==> src/rtl/iter_int_mul_var.sv <==
// Iterative shift-add integer multiplier with val/rdy request and response
// handshakes, optional two's-complement operation and early termination once
// the remaining multiplier bits are all zero.
module iter_int_mul_var #(
  parameter int W         = 32,
  parameter bit SIGNED_EN = 1'b1,
  localparam int IW       = $clog2(W + 1)
) (
  input  logic            clk,
  input  logic            reset,
  input  logic            req_val,
  output logic            req_rdy,
  input  logic [W-1:0]    req_a,
  input  logic [W-1:0]    req_b,
  input  logic            req_signed,
  output logic            resp_val,
  input  logic            resp_rdy,
  output logic [2*W-1:0]  resp_p,
  output logic [IW-1:0]   resp_iters,
  output logic            busy
);

  typedef enum logic [1:0] {
    IDLE = 2'd0,
    CALC = 2'd1,
    DONE = 2'd2
  } state_t;

  state_t           state;
  state_t           state_next;

  logic [1:0]       rst_sync;
  logic             rst_n;

  logic [2*W-1:0]   a_q;
  logic [W-1:0]     b_q;
  logic [2*W-1:0]   p_q;
  logic [IW-1:0]    cnt_q;
  logic             sign_q;

  logic             signed_mode;
  logic             accept;
  logic [W-1:0]     a_mag;
  logic [W-1:0]     b_mag;

  // Unsigned magnitude of a W-bit operand; the most-negative value maps to
  // 2^(W-1), which still fits in W unsigned bits.
  function automatic logic [W-1:0] magnitude(input logic signed [W-1:0] x,
                                             input logic                neg);
    logic [W-1:0] r;
    r = neg ? (~x + W'(1)) : x;
    return r;
  endfunction

  // Two's-complement negation of the product modulo 2^(2W).
  function automatic logic [2*W-1:0] negate_prod(input logic [2*W-1:0] p);
    logic [2*W-1:0] r;
    r = ~p + (2 * W)'(1);
    return r;
  endfunction

  // Reset asserts immediately, releases two clock edges after reset rises.
  always_ff @(posedge clk or negedge reset) begin
    if (!reset) rst_sync <= 2'b00;
    else        rst_sync <= {rst_sync[0], 1'b1};
  end

  assign rst_n = rst_sync[1];

  assign signed_mode = req_signed & SIGNED_EN;
  assign accept      = req_val & req_rdy;
  assign a_mag       = magnitude($signed(req_a), signed_mode & req_a[W-1]);
  assign b_mag       = magnitude($signed(req_b), signed_mode & req_b[W-1]);

  // State register.
  always_ff @(posedge clk or negedge rst_n) begin
    if (!rst_n) state <= IDLE;
    else        state <= state_next;
  end

  // Next-state logic and handshake outputs; req_rdy is also gated by reset.
  always_comb begin
    state_next = state;
    req_rdy    = 1'b0;
    resp_val   = 1'b0;
    busy       = 1'b0;
    case (state)
      IDLE: begin
        req_rdy = rst_n;
        if (req_val && rst_n) state_next = CALC;
      end
      CALC: begin
        busy = 1'b1;
        if (b_q == '0) state_next = DONE;
      end
      DONE: begin
        busy     = 1'b1;
        resp_val = 1'b1;
        if (resp_rdy) state_next = IDLE;
      end
      default: state_next = IDLE;
    endcase
  end

  // Operand capture, one shift-add per CALC cycle, and result finalisation
  // (sign fix-up and iteration count) on the cycle that finds B exhausted.
  always_ff @(posedge clk or negedge rst_n) begin
    if (!rst_n) begin
      a_q        <= '0;
      b_q        <= '0;
      p_q        <= '0;
      cnt_q      <= '0;
      sign_q     <= 1'b0;
      resp_p     <= '0;
      resp_iters <= '0;
    end else begin
      case (state)
        IDLE: begin
          if (accept) begin
            sign_q <= signed_mode & (req_a[W-1] ^ req_b[W-1]);
            a_q    <= {{W{1'b0}}, a_mag};
            b_q    <= b_mag;
            p_q    <= '0;
            cnt_q  <= '0;
          end
        end
        CALC: begin
          if (b_q != '0) begin
            if (b_q[0]) p_q <= p_q + a_q;
            a_q   <= a_q << 1;
            b_q   <= b_q >> 1;
            cnt_q <= cnt_q + IW'(1);
          end else begin
            resp_p     <= sign_q ? negate_prod(p_q) : p_q;
            resp_iters <= cnt_q;
          end
        end
        default: ;
      endcase
    end
  end

endmodule

==> config.mk <==
export PLATFORM = sky130hd
export DESIGN_NAME = iter_int_mul_var
export DESIGN_NICKNAME = d
export VERILOG_FILES = /design/src/rtl/iter_int_mul_var.sv
export SDC_FILE = /design/constraint.sdc
export NUM_CORES = 1
export LEC_CHECK = 0
export BUFFER_PORTS_ARGS = -buffer_cell sky130_fd_sc_hd__buf_4
export CAP_MARGIN = 15
export CORE_MARGIN = 5
export CORE_UTILIZATION = 40
export DETAILED_ROUTE_END_ITERATION = 16
export PLACE_DENSITY = 0.64
export SKIP_LAST_GASP = 1
export SYNTH_ARGS = -nofsm -noshare
export SYNTH_HDL_FRONTEND = slang
export SYNTH_SLANG_ARGS = --single-unit
==> constraint.sdc <==
create_clock -name clk -period 6.9 [get_ports clk]
set_clock_uncertainty 0.15 [all_clocks]
set_input_delay 0.345 -clock clk [delete_from_list [all_inputs] [get_ports clk]]
set_output_delay 0.345 -clock clk [all_outputs]
set_load 0.01 [all_outputs]
==> results.toml, run 1 <==
[placed_design]
dp.final_hpwl_mm = 33.1
placed_area_mm2 = 0.0173
post-place-ws_ns = 2.92
port_buffers = 141
gp_congestion = 0.935

[grt]
track_usage_pct = 19.6
grt_overflow = 0
first_global_vias = 13700
grt_pass1_wl_mm = 72.3
grt_max_degree = 134
antenna_found_initial = 0

[critical_path]
cp-startpoint = "b_q[0]"
r2r-start = "b_q[0]"
r2r_setup_slack_ns = 2.87
critPathCaptureType = "flop"
cp-start-kind = "flop"
arrival_ns = 4.32
rr_worst_depth = 11
crit_end = "p_q[63]"
reg2reg_to = "p_q[63]"
cp.required_ns = 7.19
crit_type = "flop to flop"
cp_max_fo = 36

[routing]
drtIter0Drc = 1062
first_pass_iters = 5
vias_per_cell = 5.51
finalWirelength_mm = 44.0
wl_per_cell_um = 17.4
ant_nets = 0
vias = 14000
drc = 0

[sta]
fin_tns_setup_ns = 0
rsz0062_at_grt = "no"
report.final.setup_viol = 0
post-route-period-util_pct = 58.5
tightest_slew_ns = 1.09
relSlewSlack_pct = 27.2
fin_crit_ns = 4.03
worst_slack_ns = 2.87
finalHoldViolCount = 0
fmax_ghz = 0.248
maxSlewViolCount = 0

[synthesis]
mappedNetlistArea_mm2 = 0.0159
seq_area_frac_synth_pct = 37.9
synth_fp_nets = 2056
ys_warn_count = 0
async_reset_ff_share_pct = 100
synth.avg_cell_area_um2 = 8.30
ys_seq_elements = 241
yosys_most_used_dff = "dfrtp_1"
synth_edf_count = 0
postSynthCellCount = 1916
synth.distinct_cells = 79

[layout]
final_common_cell = "nand2_1"
fillers = 3866
num_antenna_cells = 0
area_delta_synth_final_pct = 14.8
drive_above_1_share_pct = 11.2
final_util_pct = 46.2
final_area_mm2 = 0.0183
final_nets = 2135
final_cell_mix = "nand2_1, o21ai_0, dfrtp_1"

[floorplanning]
core_area_mm2 = 0.0395
dieArea_mm2 = 0.0439
initial_core_util_pct = 40.2
rows = 73
pin_count = 142
die_h_um = 209
die_w_um = 209

[clock_tree]
cts_buffers = 28
path_clk_slew_ns = 0.06
clock_sinks = 241
clk_latency_ns = 0.56
cts_tree = "yes"
max-clock-path-buffers = 3
cts_resized = 0
cts_root_buf = "clkbuf_16"
htree_levels = 1
postCtsSetupBuffers = 0

[power]
worst_ir_drop_vdd_mv = 0.228
leakagePower_nw = 8.28
powerDensity_mw_per_mm2 = 392

[hold_path]
hp-class = "input port to flop"

[status]
status = "finished clean"

[job]
drv_cap = 0
power breakdown:
part,internal [W],leakage [nW],switching [W],total (W)
Combinational,0.00130,4.60,0.00234,0.00364
Sequential,0.00171,3.25,0.000389,0.00210
Clock,0.000830,0.429,0.000592,0.00142
critical path: stages (launching register included):
cell,delay [ns]
dfrtp_1,0.72
nor4_1,0.09
and4_1,0.21
and4_1,0.21
buf_4,0.24
a21o_1,0.20
nor2_1,0.76
o21ai_4,0.51
inv_1,0.37
o211ai_1,0.16
o221ai_1,0.21
nand2_1,0.07
sequential cells by signal, indices dropped and copies added (netlist names):
signal and count:
sign_q 1, resp_iters 6, resp_p 64, rst_sync 2
p_q 64, b_q 32, state 2, cnt_q 6
a_q 64
final cells by class:
class | instances | area [um2] | area share (%)
repair buffers | 159 | 1210 | 6.63
well taps | 525 | 657 | 3.60
clock inverters | 11 | 120 | 0.658
inverters | 41 | 154 | 0.843
flip-flops and latches | 241 | 6040 | 33.0
clock buffers | 37 | 744 | 4.08
multi-input cells | 1524 | 9340 | 51.2
through the flow:
stage | instances | hold slack (ns) | power (W)
finish | 2538 | 0.0594 | 0.00716
detailed placement | 2483 | -0.0143 | 0.00572
global placement | 2483 | -0.0131 | 0.00567
CTS | 2538 | 0.0321 | 0.00718
floorplan | 1916 | -0.101 | 0.00471
global route | 2538 | 0.0367 | 0.00771
worst min path at each step:
stage,from,to,cells past startpoint
3_5_place_dp,reset,rst_sync[0],1
3_3_place_gp,reset,rst_sync[0],1
6_report,req_b[17],b_q[17],5
2_1_floorplan,reset,rst_sync[0],0
5_1_grt,reset,rst_sync[0],2
4_1_cts,req_a[30],a_q[30],4
metal layers:
metal | global-route usage [%] | wire (um) | up-vias
met5 | 0 | 0 | -
met1 | 27.9 | 21000 | 6613
met4 | 4.46 | 904 | 0
li1 | - | - | 7013
met2 | 32.3 | 20200 | 293
met3 | 2.21 | 1920 | 61
cell families (layout without fill, tap and decap cells):
kind of cell,count (synthesis),in the layout,synth area share [%]
AOI/OAI and AO/OA,648,648,24.5
xor gates and xnor gates,170,170,9.36
adders and majority gates,71,71,5.63
buffers and inverters,151,248,3.63
DFF,241,241,37.9
muxes,13,13,0.818
other,1,1,0.0236
and+or+nand+nor,621,621,18.1
what timing repair did:
action                                  CTS  global route
endpoints found under the setup margin    0             0
hold buffers                              7             0
hold endpoints to repair                  6             0
cell usage after synthesis (all sizes together) (3+ instances only):
| master | count | area, um2 |
|---|---|---|
| nand4 | 17 | 113 |
| or4 | 25 | 204 |
| and2 | 13 | 81.3 |
| o2111ai | 3 | 26.3 |
| nor2 | 121 | 457 |
| and3 | 10 | 62.6 |
| a21oi | 172 | 861 |
| a21boi | 6 | 48.8 |
| a21o | 39 | 293 |
| or2 | 5 | 31.3 |
| a31oi | 11 | 68.8 |
| xor2 | 93 | 815 |
| buf | 11 | 51.3 |
| ha | 70 | 876 |
| or3 | 26 | 180 |
| a41oi | 4 | 35.0 |
| o21bai | 12 | 90.1 |
| a211oi | 6 | 45.0 |
| nand3 | 28 | 145 |
| o21ai | 264 | 1320 |
| o22ai | 10 | 62.6 |
| a22o | 36 | 315 |
| nand2 | 299 | 1120 |
| a31o | 4 | 35.0 |
| o41ai | 9 | 97.6 |
| dfrtp | 241 | 6030 |
| nand2b | 9 | 56.3 |
| clkbuf | 99 | 372 |
| and4 | 7 | 61.3 |
| mux2i | 13 | 130 |
| nor2b | 5 | 31.3 |
| nand3b | 3 | 22.5 |
| o21a | 7 | 52.6 |
| o31ai | 34 | 269 |
| inv | 40 | 150 |
| nor3 | 29 | 145 |
| o211ai | 6 | 45.0 |
| nor4 | 19 | 125 |
| xnor2 | 77 | 674 |
| o221ai | 5 | 43.8 |
(Power assumes the default switching activity.)
==> inputs of run 2 (changes only) <==
==> constraint.sdc (replaced) <==
create_clock -name clk -period 3.7 [get_ports clk]
set_clock_uncertainty 0.15 [all_clocks]
set_input_delay 0.185 -clock clk [delete_from_list [all_inputs] [get_ports clk]]
set_output_delay 0.185 -clock clk [all_outputs]
set_load 0.01 [all_outputs]
==> results.toml, run 2 (synthesis results as in run 1) <==
[grt]
grt_max_degree = 116
grt_overflow = 0
antenna_found_initial = 0
track_usage_pct = 20.4
first_global_vias = 14300
grt_pass1_wl_mm = 75.3

[critical_path]
cp.required_ns = 3.94
crit_type = "flop to flop"
crit_chain = "or4_4 -> or4_4 -> or4_4 -> or4_4 -> nor2_2 -> nand3_2 -> o41ai_4 -> xor2_1 -> o21ai_1"
slowest_stage = "or4_4"
crit_path_frequent_cell = "or4_4"
arrival_ns = 3.89
r2r-start = "p_q[16]"
cp-start-kind = "flop"
cp_max_fo = 7
critPathMaxStageDelay_ns = 0.58
rr_worst_depth = 9
reg2reg_to = "resp_p[63]"
r2r_setup_slack_ns = 0.05
critPathCaptureType = "flop"

[routing]
first_pass_iters = 5
vias = 14600
finalWirelength_mm = 46.3
ant_nets = 0
drtIter0Drc = 1147
drc = 0
vias_per_cell = 5.46
wl_per_cell_um = 17.3

[layout]
final_common_cell = "nand2_1"
num_antenna_cells = 0
drive_above_1_share_pct = 14.7
fillers = 3764
final_nets = 2274
area_delta_synth_final_pct = 23.5
reg.largest.list = "a_q x64, p_q x64, resp_p x64"
final_util_pct = 49.6
final_cell_mix = "nand2_1, o21ai_0, dfrtp_1"

[status]
status = "finished clean"

[sta]
maxSlewViolCount = 0
tightest_slew_ns = 1.00
fin_crit_ns = 3.65
finalHoldViolCount = 0
fmax_ghz = 0.274
report.final.setup_viol = 0
rsz0062_at_grt = "yes"
post-route-period-util_pct = 98.5
relSlewSlack_pct = 33.1
hold_slack_ns = 0.0357

[clock_tree]
cts_root_buf = "clkbuf_16"
cts_tree = "yes"
clk_latency_ns = 0.55
cts_buffers = 28
clock_sinks = 241
htree_levels = 1
max-clock-path-buffers = 3
path_clk_slew_ns = 0.06

[floorplanning]
initial_core_util_pct = 40.2
dieArea_mm2 = 0.0439
pin_count = 142
die_h_um = 209
die_w_um = 209
rows = 73
core_area_mm2 = 0.0395

[hold_path]
hp-class = "input port to flop"
worstHoldEndpoint = "a_q[31]"
holdCritStartpoint = "req_a[31]"
hold_depth = 3

[placed_design]
dp.final_hpwl_mm = 34.6
gp_congestion = 0.955
port_buffers = 141

[power]
worst_ir_drop_vdd_mv = 0.505
powerDensity_mw_per_mm2 = 723
leakagePower_nw = 8.99

[job]
drv_cap = 0
## run 2: changes by cell type in the layout (fill, tap and decap cells not counted), moves of 2 or more
| cell | before | now |
|---|---|---|
| clkinv_2 | 7 | 4 |
| o21ai_0 | 256 | 253 |
| o21ai_1 | 6 | 9 |
| nor4_1 | 18 | 16 |
| a21oi_2 | 1 | 3 |
| buf_4 | 152 | 226 |
| nor4_2 | 1 | 3 |
| dlygate4sd3_1 | 7 | 69 |
| buf_12 | 0 | 3 |
| clkbuf_8 | 1 | 7 |
| a21oi_1 | 171 | 169 |
## run 2: layout make-up
cell class / count / area (um2) / area share (%)
flip-flops and latches: 241 / 6040 / 30.7
inverters: 41 / 154 / 0.784
repair buffers: 298 / 2450 / 12.5
multi-input cells: 1524 / 9410 / 47.9
well taps: 525 / 657 / 3.35
clock buffers: 43 / 848 / 4.32
clock inverters: 7 / 87.6 / 0.446
## run 2: worst max-delay path by stage
| stage | start | end | slack, ns | cells after the start |
|---|---|---|---|---|
| global placement | p_q[0] | p_q[60] | 0.005 | 13 |
| global route | p_q[1] | resp_p[59] | -0.06 | 10 |
| detailed placement | p_q[0] | p_q[60] | -0.02 | 13 |
| CTS | p_q[0] | p_q[50] | 0.05 | 14 |
| floorplan | rst_sync[1] | a_q[1] | -0.006 | 8 |
| finish | p_q[16] | resp_p[63] | 0.05 | 9 |
## run 2: repair_timing
| item | in CTS | in global routing |
|---|---|---|
| setup endpoints to repair | 1 | 22 |
| gates cloned | 0 | 0 |
| hold buffers | 69 | 0 |
| buffers inserted | 0 | 3 |
| endpoints found under the hold margin | 68 | 0 |
| resized for setup | 1 | 14 |
| pin swaps | 0 | 3 |
## run 2: routing by layer
layer | global-route usage (%) | vias to the layer above | routed length (um)
li1 | - | 7319 | -
met1 | 28.5 | 6866 | 21600
met2 | 33.6 | 368 | 21200
met3 | 2.56 | 74 | 2310
met4 | 5.76 | 0 | 1160
met5 | 0 | - | 0
## run 2: power breakdown
part | switching [W] | internal (W)
combinational | 0.00461 | 0.00297
clock | 0.00111 | 0.00170
sequential | 0.000610 | 0.00318
## run 2: worst max-delay path, delay by kind of cell, from the launching register on
family	cells	cell delay (ns)
XOR/XNOR	1	0.17
flip-flops	1	0.40
AND/OR/NAND/NOR	6	2.44
AO/OA/AOI/OAI	2	0.32
## run 2: through the flow
stage	setup slack, ns	total power (W)	instances	setup TNS, ns	cell area, um2
after floorplan	-0.00644	0.00888	1916	-0.0644	16000
after global placement	0.00513	0.0111	2557	0	17900
after detailed placement	-0.0180	0.0112	2557	-0.0180	17900
after CTS	0.0526	0.0142	2676	0	19600
after global routing	-0.0633	0.0152	2679	-0.254	19600
final	0.0538	0.0142	2679	0	19600
